===== src/rtl/div_pkg.sv =====
// Shared definitions for the division scheduler and its serial divider:
// FSM encodings and the quotient reported for a zero divisor.
package div_pkg;

  typedef enum logic [2:0] {
    S_IDLE,
    S_LAUNCH,
    S_ARM,
    S_BUSY,
    S_RESP
  } sched_state_e;

  typedef enum logic [1:0] {
    D_IDLE,
    D_PREP,
    D_CALC,
    D_FIN
  } div_state_e;

  localparam int unsigned MAX_DATA_W = 64;

  // Sliced down to DATA_W by users; supports widths up to MAX_DATA_W.
  localparam logic [MAX_DATA_W-1:0] ZERO_DIV_QUOTIENT = '1;

endpackage


===== src/rtl/div_serial.sv =====
// Radix-2 restoring divider, one quotient bit per cycle. done rises DATA_W+2
// edges after the start edge and stays high until the next start.
module div_serial
  import div_pkg::*;
#(
  parameter int DATA_W = 32
) (
  input  logic              clk,
  input  logic              arst_i,
  input  logic              start_i,
  input  logic              sign_i,
  input  logic [DATA_W-1:0] dividend_i,
  input  logic [DATA_W-1:0] divisor_i,
  output logic              done_o,
  output logic [DATA_W-1:0] quotient_o,
  output logic [DATA_W-1:0] remainder_o
);

  localparam int CNT_W = $clog2(DATA_W);

  div_state_e        state_q, state_d;
  logic [CNT_W-1:0]  cnt_q, cnt_d;
  logic [DATA_W-1:0] quo_q, quo_d;
  logic [DATA_W-1:0] dvs_q, dvs_d;
  logic [DATA_W-1:0] rem_q, rem_d;
  logic [DATA_W-1:0] q_out_q, q_out_d;
  logic [DATA_W-1:0] r_out_q, r_out_d;
  logic              sign_q, sign_d;
  logic              neg_q, neg_d;
  logic              done_q, done_d;
  logic [DATA_W:0]   shifted;
  logic [DATA_W:0]   trial;

  always_ff @(posedge clk or posedge arst_i) begin
    if (arst_i) begin
      state_q <= D_IDLE;
      cnt_q   <= '0;
      quo_q   <= '0;
      dvs_q   <= '0;
      rem_q   <= '0;
      q_out_q <= '0;
      r_out_q <= '0;
      sign_q  <= 1'b0;
      neg_q   <= 1'b0;
      done_q  <= 1'b0;
    end else begin
      state_q <= state_d;
      cnt_q   <= cnt_d;
      quo_q   <= quo_d;
      dvs_q   <= dvs_d;
      rem_q   <= rem_d;
      q_out_q <= q_out_d;
      r_out_q <= r_out_d;
      sign_q  <= sign_d;
      neg_q   <= neg_d;
      done_q  <= done_d;
    end
  end

  // quo_q doubles as the dividend shift register while the quotient fills in.
  always_comb begin
    shifted = {rem_q, quo_q[DATA_W-1]};
    trial   = shifted - {1'b0, dvs_q};
    state_d = state_q;
    cnt_d   = cnt_q;
    quo_d   = quo_q;
    dvs_d   = dvs_q;
    rem_d   = rem_q;
    q_out_d = q_out_q;
    r_out_d = r_out_q;
    sign_d  = sign_q;
    neg_d   = neg_q;
    done_d  = done_q;
    case (state_q)
      D_IDLE: begin
        if (start_i) begin
          quo_d   = dividend_i;
          dvs_d   = divisor_i;
          sign_d  = sign_i;
          neg_d   = sign_i & (dividend_i[DATA_W-1] ^ divisor_i[DATA_W-1]);
          done_d  = 1'b0;
          state_d = D_PREP;
        end
      end
      D_PREP: begin
        if (sign_q && quo_q[DATA_W-1]) quo_d = -quo_q;
        if (sign_q && dvs_q[DATA_W-1]) dvs_d = -dvs_q;
        rem_d   = '0;
        cnt_d   = '0;
        state_d = D_CALC;
      end
      D_CALC: begin
        if (!trial[DATA_W]) begin
          rem_d = trial[DATA_W-1:0];
          quo_d = {quo_q[DATA_W-2:0], 1'b1};
        end else begin
          rem_d = shifted[DATA_W-1:0];
          quo_d = {quo_q[DATA_W-2:0], 1'b0};
        end
        cnt_d = cnt_q + CNT_W'(1);
        if (cnt_q == CNT_W'(DATA_W - 1)) state_d = D_FIN;
      end
      D_FIN: begin
        // Remainder stays an unsigned magnitude; only the quotient takes a sign.
        q_out_d = neg_q ? -quo_q : quo_q;
        r_out_d = rem_q;
        done_d  = 1'b1;
        state_d = D_IDLE;
      end
      default: state_d = D_IDLE;
    endcase
  end

  assign done_o      = done_q;
  assign quotient_o  = q_out_q;
  assign remainder_o = r_out_q;

endmodule


===== src/rtl/div_sched.sv =====
// Round-robin scheduler sharing one serial divider among N_REQ requesters;
// zero divisors are answered directly without starting the divider.
module div_sched
  import div_pkg::*;
#(
  parameter int DATA_W = 32,
  parameter int N_REQ  = 4
) (
  input  logic                    clk,
  input  logic                    rst,
  input  logic [N_REQ-1:0]        req_valid,
  output logic [N_REQ-1:0]        req_ready,
  input  logic [N_REQ-1:0]        req_sign,
  input  logic [N_REQ*DATA_W-1:0] req_dividend,
  input  logic [N_REQ*DATA_W-1:0] req_divisor,
  output logic [N_REQ-1:0]        rsp_valid,
  input  logic [N_REQ-1:0]        rsp_ready,
  output logic [DATA_W-1:0]       quotient,
  output logic [DATA_W-1:0]       remainder,
  output logic                    busy
);

  localparam int IDX_W  = $clog2(N_REQ);
  localparam int CAND_W = IDX_W + 1;

  sched_state_e      state_q, state_d;
  logic [IDX_W-1:0]  last_grant_q, last_grant_d;
  logic [IDX_W-1:0]  owner_q, owner_d;
  logic              sign_q, sign_d;
  logic [DATA_W-1:0] dividend_q, dividend_d;
  logic [DATA_W-1:0] divisor_q, divisor_d;
  logic [DATA_W-1:0] quot_q, quot_d;
  logic [DATA_W-1:0] rem_q, rem_d;

  logic              grant_found;
  logic [IDX_W-1:0]  grant_idx;
  logic [CAND_W-1:0] cand;
  logic [DATA_W-1:0] win_dividend;
  logic [DATA_W-1:0] win_divisor;
  logic              div_start;
  logic              div_done;
  logic              div_arst;
  logic [DATA_W-1:0] div_quotient;
  logic [DATA_W-1:0] div_remainder;

  // NOTE: sequential state uses <= so every register samples pre-edge values.
  always_ff @(posedge clk or negedge rst) begin
    if (!rst) begin
      state_q      <= S_IDLE;
      last_grant_q <= IDX_W'(N_REQ - 1);
      owner_q      <= '0;
      sign_q       <= 1'b0;
      dividend_q   <= '0;
      divisor_q    <= '0;
      quot_q       <= '0;
      rem_q        <= '0;
    end else begin
      state_q      <= state_d;
      last_grant_q <= last_grant_d;
      owner_q      <= owner_d;
      sign_q       <= sign_d;
      dividend_q   <= dividend_d;
      divisor_q    <= divisor_d;
      quot_q       <= quot_d;
      rem_q        <= rem_d;
    end
  end

  // Walk downward so the candidate nearest last_grant+1 is written last and wins.
  always_comb begin
    grant_found = 1'b0;
    grant_idx   = '0;
    cand        = '0;
    for (int k = N_REQ; k >= 1; k--) begin
      cand = {1'b0, last_grant_q} + CAND_W'(k);
      if (cand >= CAND_W'(N_REQ)) cand = cand - CAND_W'(N_REQ);
      if (req_valid[cand[IDX_W-1:0]]) begin
        grant_found = 1'b1;
        grant_idx   = cand[IDX_W-1:0];
      end
    end
  end

  assign win_dividend = req_dividend[int'(grant_idx)*DATA_W +: DATA_W];
  assign win_divisor  = req_divisor[int'(grant_idx)*DATA_W +: DATA_W];

  // NOTE: every output of this block gets a default first, so no path infers a latch.
  always_comb begin
    state_d      = state_q;
    last_grant_d = last_grant_q;
    owner_d      = owner_q;
    sign_d       = sign_q;
    dividend_d   = dividend_q;
    divisor_d    = divisor_q;
    quot_d       = quot_q;
    rem_d        = rem_q;
    req_ready    = '0;
    rsp_valid    = '0;
    div_start    = 1'b0;
    case (state_q)
      S_IDLE: begin
        if (grant_found) begin
          req_ready[grant_idx] = 1'b1;
          last_grant_d = grant_idx;
          owner_d      = grant_idx;
          sign_d       = req_sign[grant_idx];
          dividend_d   = win_dividend;
          divisor_d    = win_divisor;
          if (win_divisor == '0) begin
            quot_d  = ZERO_DIV_QUOTIENT[DATA_W-1:0];
            rem_d   = win_dividend;
            state_d = S_RESP;
          end else begin
            state_d = S_LAUNCH;
          end
        end
      end
      S_LAUNCH: begin
        div_start = 1'b1;
        state_d   = S_ARM;
      end
      // done may still be high from the previous division; wait one cycle.
      S_ARM: state_d = S_BUSY;
      S_BUSY: begin
        if (div_done) begin
          quot_d  = div_quotient;
          rem_d   = div_remainder;
          state_d = S_RESP;
        end
      end
      S_RESP: begin
        rsp_valid[owner_q] = 1'b1;
        if (rsp_ready[owner_q]) state_d = S_IDLE;
      end
      default: state_d = S_IDLE;
    endcase
  end

  assign busy      = (state_q != S_IDLE);
  assign quotient  = quot_q;
  assign remainder = rem_q;
  assign div_arst  = ~rst;

  div_serial #(
    .DATA_W (DATA_W)
  ) u_div (
    .clk         (clk),
    .arst_i      (div_arst),
    .start_i     (div_start),
    .sign_i      (sign_q),
    .dividend_i  (dividend_q),
    .divisor_i   (divisor_q),
    .done_o      (div_done),
    .quotient_o  (div_quotient),
    .remainder_o (div_remainder)
  );

endmodule


===== config.mk =====
export PLATFORM = sky130hd
export DESIGN_NAME = div_sched
export DESIGN_NICKNAME = d
export VERILOG_FILES = /design/src/rtl/div_pkg.sv /design/src/rtl/div_serial.sv /design/src/rtl/div_sched.sv
export SDC_FILE = /design/constraint.sdc
export NUM_CORES = 1
export LEC_CHECK = 0
export BUFFER_PORTS_ARGS = -buffer_cell sky130_fd_sc_hd__buf_2
export CAP_MARGIN = 15
export CORE_MARGIN = 5
export CORE_UTILIZATION = 50
export CTS_BUF_LIST = sky130_fd_sc_hd__clkbuf_8 sky130_fd_sc_hd__clkbuf_16
export DETAILED_ROUTE_END_ITERATION = 16
export GPL_TIMING_DRIVEN = 1
export PLACE_DENSITY = 0.75
export SYNTH_ARGS = -nofsm -noshare
export SYNTH_HDL_FRONTEND = slang
export SYNTH_SLANG_ARGS = --single-unit

===== constraint.sdc =====
create_clock -name clk -period 5.7 [get_ports clk]
set_input_delay 1.14 -clock clk [delete_from_list [all_inputs] [get_ports clk]]
set_output_delay 1.14 -clock clk [all_outputs]
set_load 0.03 [all_outputs]

==> impl_metrics.yaml, run 1 <==
job:
  drv_cap: 0
die:
  rows: 70
  dieWidth_microns: 202
  core_area_sq_um: 36600
  ioPinCount: 343
  die_area_sq_um: 41000
  start_util_pct: 50.6
  die_y_microns: 202
grt:
  grt-ovfl-total: 0
  grtUsageTotal_pct: 25.9
  grt_pass1_wl_microns: 87400
  grt_pass1_vias: 16300
  antenna_found_initial: 0
  grt_max_degree: 132
min_path:
  hold_class: "flip-flop to flip-flop"
  whs_path_depth: 2
  min_from: "dividend_q[4]$_DFFE_PN0P_"
  worstHoldEndpoint: "dividend_q[4]$_DFFE_PN0P_"
critical_path:
  crit_fanout: 69
  arrival_ns: 3.71
  rr_worst_depth: 11
  worst_r2r_endpoint: "remainder[1]$_DFFE_PN0P_"
  critPathRequiredTime_ns: 4.56
  crit_type: "input pin to output port"
  start_kind: "input pin"
  worstSetupEndpointType: "output port"
  r2r-start: "last_grant_q[0]$_DFFE_PN1P_"
  r2r_setup_slack_ns: 1.10
  crit_path_start: "req_valid[0]"
sta:
  hold_violations: 0
  setup_tns_ns: 0
  slew_violations: 0
  slew_headroom_pct: 28.0
  setup_viol: 0
  fin_crit_sh_pct: 85.1
  fin_ws_ns: 0.847
  max_freq_ghz: 0.206
  period_minus_slack_ns: 4.85
  skew_ns: 0.0236
  rsz0062_at_grt: "no"
  worst_pin_slew_ns: 1.08
cells_and_area:
  seq_area_sq_um: 7660
  final_cells: 2839
  multi_input_area_sq_um: 9980
  final_cell_mix: "buf_2, nand2_1, dfrtp_1"
  areaGrowthSynthToFinish_pct: 17.9
  diodes: 0
  nets: 2656
  fin_util_pct: 59.7
  n_fill_cell: 3165
  drive_gt1_share_pct: 23.8
  final_common_cell: "buf_2"
power_and_ir_drop:
  ir_worst_vdd_mv: 0.316
  power_mw: 12.7
  power_density_nw_per_um2: 580
  p_leak_nw: 10.2
synthesis:
  ys_top_cells_by_area: "dfrtp_1, mux2i_1, nand2_1"
  synth_cell_types: 72
  syn-cell-area_sq_um: 18500
  syn_area_per_cell_sq_um: 8.88
  yosys.area.top_type_share_pct: 41.1
  ys_seq_area_share_pct: 41.4
  synth_top_area_cell: "dfrtp_1"
  synth_flop_cell: "dfrtp_1"
  synth_fp_nets: 2396
  synthArstFlopShare_pct: 100
  synth-seq-cells: 306
  syn_inst: 2085
  synth_edf_count: 0
  synth_warnings: 0
detailed_routing:
  antenna_left: 0
  vias: 16600
  viasPerCell: 5.86
  wl_per_cell_microns: 19.3
  drt_iter0_markers: 1209
  drc_errors: 0
  wl_microns: 54900
  drtPass1Iterations: 5
clock_network:
  h-tree-depth: 2
  cts_tree: "done"
  clock_path_buffers: 3
  clockRootBuffer: "clkbuf_16"
  cts_num_sinks: 306
  post_cts_buffers: 0
  cts_made_buffers: 34
  cts_resized: 0
  clk_pin_slew_ns: 0.06
  clock_latency_ns: 0.53
  hold_buffers: 0
outcome:
  status: "complete, no violations"
placement:
  dp_cells: 2776
  port_buffers: 342
  dpl.hpwl_microns: 40300
  gp_congestion: 0.901
  place_worst_setup_slack_ns: 0.452
synth_stat cells, types with 24 or more instances:
master    instances
nor3_1           25
a211oi_1         39
inv_1            95
nand3_1          50
nor2b_1          24
mux2i_1         129
o22a_1           36
nor2_1          112
nand2_1         332
o21ai_0         136
clkbuf_1        106
mux2_2          100
a21o_1           26
dfrtp_1         304
and2_1           38
xor2_1           43
ha_1             40
a31oi_1          42
a21oi_1         124
o22ai_1          51
registers in the layout, indices dropped and copies added (netlist names):
register / count
sign_q: 1
u_div.state_q: 2
last_grant_q: 2
quotient: 32
divisor_q: 32
u_div.sign_q: 1
u_div.rem_q: 32
u_div.cnt_q: 5
u_div.quo_q: 32
u_div.done_o: 1
dividend_q: 32
u_div.neg_q: 1
remainder: 32
owner_q: 2
u_div.quotient_o: 32
u_div.remainder_o: 32
state_q: 3
u_div.dvs_q: 32
worst max-delay path by stage:
| stage | to |
|---|---|
| final | req_ready[2] |
| after global placement | remainder[1]$_DFFE_PN0P_ |
| after floorplan | req_ready[2] |
| after detailed placement | remainder[1]$_DFFE_PN0P_ |
| after global routing | req_ready[2] |
| after CTS | req_ready[2] |
cells by family after synthesis:
| logic type | after synthesis | share of synthesized area, % |
|---|---|---|
| and+or+nand+nor | 686 | 17.3 |
| AOI/OAI and AO/OA | 523 | 17.5 |
| DFF | 306 | 41.4 |
| buffers and inverters | 241 | 5.11 |
| muxes | 230 | 13.2 |
| xor gates and xnor gates | 58 | 2.74 |
| adders and majority gates | 41 | 2.81 |
metal layers:
metal	vias to the layer above	wire length [microns]	global-route usage, %
li1	7935	-	-
met1	8166	23100	34.1
met2	440	28100	45.8
met3	89	2470	3.27
met4	0	1160	6.04
met5	-	0	0
worst max-delay path, stage by stage:
cell     delay, ns
buf_2         0.13
a21oi_1       0.29
o31a_2        0.73
buf_4         0.33
buf_4         0.55
nand2_1       0.19
nor2_1        0.13
buf_2         0.21
metrics by stage:
| stage | hold WS, ns | area [sq um] |
|---|---|---|
| global placement | 0.454 | 20500 |
| floorplan | 0.438 | 18500 |
| CTS | 0.471 | 21800 |
| detailed placement | 0.456 | 20500 |
| global route | 0.503 | 21800 |
| finish | 0.468 | 21800 |
final cells by class:
| type | count | share of cell area [%] |
|---|---|---|
| Clock buffer | 41 | 4.39 |
| Clock inverter | 21 | 1.48 |
| Inverter | 95 | 1.63 |
| Multi-Input combinational cell | 1538 | 45.7 |
| Sequential cell | 306 | 35.1 |
| Tap cell | 468 | 2.68 |
| Timing Repair Buffer | 370 | 9.05 |
power breakdown:
part           internal (mW)  leakage (nW)  switching [mW]
logic                   2.38          5.80            4.05
clock network           1.56         0.649           0.916
registers               3.03          3.73           0.724
No activity file was read; power rests on OpenSTA's default activity.
==> run 2, diff against run 1 <==
--- a/config.mk
+++ b/config.mk
@@ -8,11 +8,11 @@
 export BUFFER_PORTS_ARGS = -buffer_cell sky130_fd_sc_hd__buf_2
 export CAP_MARGIN = 15
 export CORE_MARGIN = 5
-export CORE_UTILIZATION = 50
+export CORE_UTILIZATION = 61
 export CTS_BUF_LIST = sky130_fd_sc_hd__clkbuf_8 sky130_fd_sc_hd__clkbuf_16
 export DETAILED_ROUTE_END_ITERATION = 16
 export GPL_TIMING_DRIVEN = 1
-export PLACE_DENSITY = 0.75
+export PLACE_DENSITY = 0.88
 export SYNTH_ARGS = -nofsm -noshare
 export SYNTH_HDL_FRONTEND = slang
 export SYNTH_SLANG_ARGS = --single-unit
==> run 2 against run 1 <==
Flip-flop and latch count is the same. Clock skew shrank 0.0028 ns. Core utilization grew 13 points. Total power is 1.7% lower. Sequential share of layout area increased by 0.45 points. First-iteration DRC count increased by 54%. Register-to-register slack improved by 0.50 ns. Critical path depth is 4 higher. Via count rose by 3.2%. Global-route usage increased by 6.3 points. Largest power group unchanged.
==> impl_metrics.yaml, run 2 (same netlist as run 1, synthesis figures left out) <==
cells_and_area:
  final_common_cell: "buf_2"
  nets: 2655
  diodes: 0
  final_cell_mix: "buf_2, nand2_1, dfrtp_1"
  fin_area_sq_um: 21600
  fin_util_pct: 72.4
  areaGrowthSynthToFinish_pct: 16.4
  final_cells: 2757
  drive_gt1_share_pct: 23.6
clock_network:
  clock_latency_ns: 0.52
  post_cts_buffers: 0
  cts_resized: 0
  clk_pin_slew_ns: 0.06
  clock_path_buffers: 3
  clockRootBuffer: "clkbuf_16"
  cts_made_buffers: 34
  cts_num_sinks: 306
  hold_buffers: 0
  cts_tree: "done"
  h-tree-depth: 2
power_and_ir_drop:
  ir_worst_vdd_mv: 0.357
  power_density_nw_per_um2: 578
  p_leak_nw: 10.1
die:
  rows: 63
  start_util_pct: 62.2
  ioPinCount: 343
  die_area_sq_um: 33900
  dieWidth_microns: 184
  die_y_microns: 184
  core_area_sq_um: 29800
sta:
  hold_violations: 0
  max_freq_ghz: 0.231
  skew_ns: 0.0208
  slew_violations: 0
  fin_crit_sh_pct: 76.1
  setup_viol: 0
  rsz0062_at_grt: "no"
  holdWs_ns: 0.473
  worst_pin_slew_ns: 1.13
  slew_headroom_pct: 24.8
  period_minus_slack_ns: 4.34
  setup_tns_ns: 0
detailed_routing:
  wl_per_cell_microns: 20.5
  antenna_left: 0
  wl_microns: 56400
  drc_errors: 0
  drt_iter0_markers: 1856
  viasPerCell: 6.23
  drtPass1Iterations: 5
  vias: 17200
grt:
  grtUsageTotal_pct: 32.2
  grt_pass1_vias: 17000
  antenna_found_initial: 0
  grt_max_degree: 129
  grt_pass1_wl_microns: 88700
  grt-ovfl-total: 0
job:
  drv_cap: 0
placement:
  gp_congestion: 0.986
  dpl_cell_area_sq_um: 20400
  dp_cells: 2696
  dpl.hpwl_microns: 41200
  port_buffers: 342
critical_path:
  crit_type: "input pin to flip-flop"
  start_kind: "input pin"
  critPathRequiredTime_ns: 6.09
  worstSetupEndpointType: "flip-flop"
  arrival_ns: 4.73
  crit_fanout: 65
outcome:
  status: "complete, no violations"
min_path:
  hold_class: "flip-flop to flip-flop"
[run 2: cell count changes in the layout (fill, tap and decap cells not counted), moves of 2 or more]
cell / change
clkinv_8: -2
buf_4: -3
bufinv_16: -6
inv_6: +2
clkinv_4: +3
inv_1: +3
clkbuf_8: -4
[run 2: per-stage QoR]
stage	worst slack, ns	total power [mW]
after floorplan	1.47	8.29
after global placement	1.13	9.84
after detailed placement	0.932	10.1
after CTS	1.44	12.4
after global routing	1.14	13.3
final	1.36	12.5
[run 2: layout make-up]
class                      instances  area (sq um)
multi-input combinational       1538          9980
fill                            2206          8230
tap                              390           488
clock buffer                      37           903
timing repair buffer             369          1990
inverter                          95           357
clock inverter                    22           185
sequential                       306          7660
[run 2: final timing paths]
kind                                                   from                          end  slack [ns]  cells after the start
worst max-delay path                           req_valid[0]     remainder[3]$_DFFE_PN0P_        1.36                     12
worst min-delay path               divisor_q[1]$_DFFE_PN0P_     divisor_q[1]$_DFFE_PN0P_        0.47                      2
worst max register to register  last_grant_q[0]$_DFFE_PN1P_     remainder[3]$_DFFE_PN0P_        1.60                     11
worst min register to register     divisor_q[1]$_DFFE_PN0P_     divisor_q[1]$_DFFE_PN0P_        0.47                      2
max in group asynchronous                               rst  u_div.dvs_q[28]$_DFFE_PN0P_        3.76                      2
min in group asynchronous                               rst      quotient[3]$_DFFE_PN0P_        0.66                      1
[run 2: report_power, final]
group	leakage [nW]	switching, mW	internal [mW]
Sequential	3.73	0.745	3.03
Combinational	5.80	4.13	2.39
Clock	0.569	0.918	1.24
[run 2: metal layers]
metal | GRT usage, % | up-vias | part of all wire (%)
li1 | - | 7892 | -
met1 | 42.4 | 8368 | 40
met5 | 0 | - | 0
met2 | 54.2 | 741 | 50
met4 | 12.2 | 0 | 4.1
met3 | 4.68 | 167 | 6.7
[run 2: worst max-delay path, stage by stage]
cell and delay [ns]:
buf_2 0.13, a21oi_1 0.29, o31a_2 0.55, buf_4 0.40, mux2i_1 0.26, mux2i_1 0.15
nor4_1 0.35, nand4_1 0.21, o21ai_0 0.28, and2_2 0.22, buf_12 0.31, mux2_2 0.39
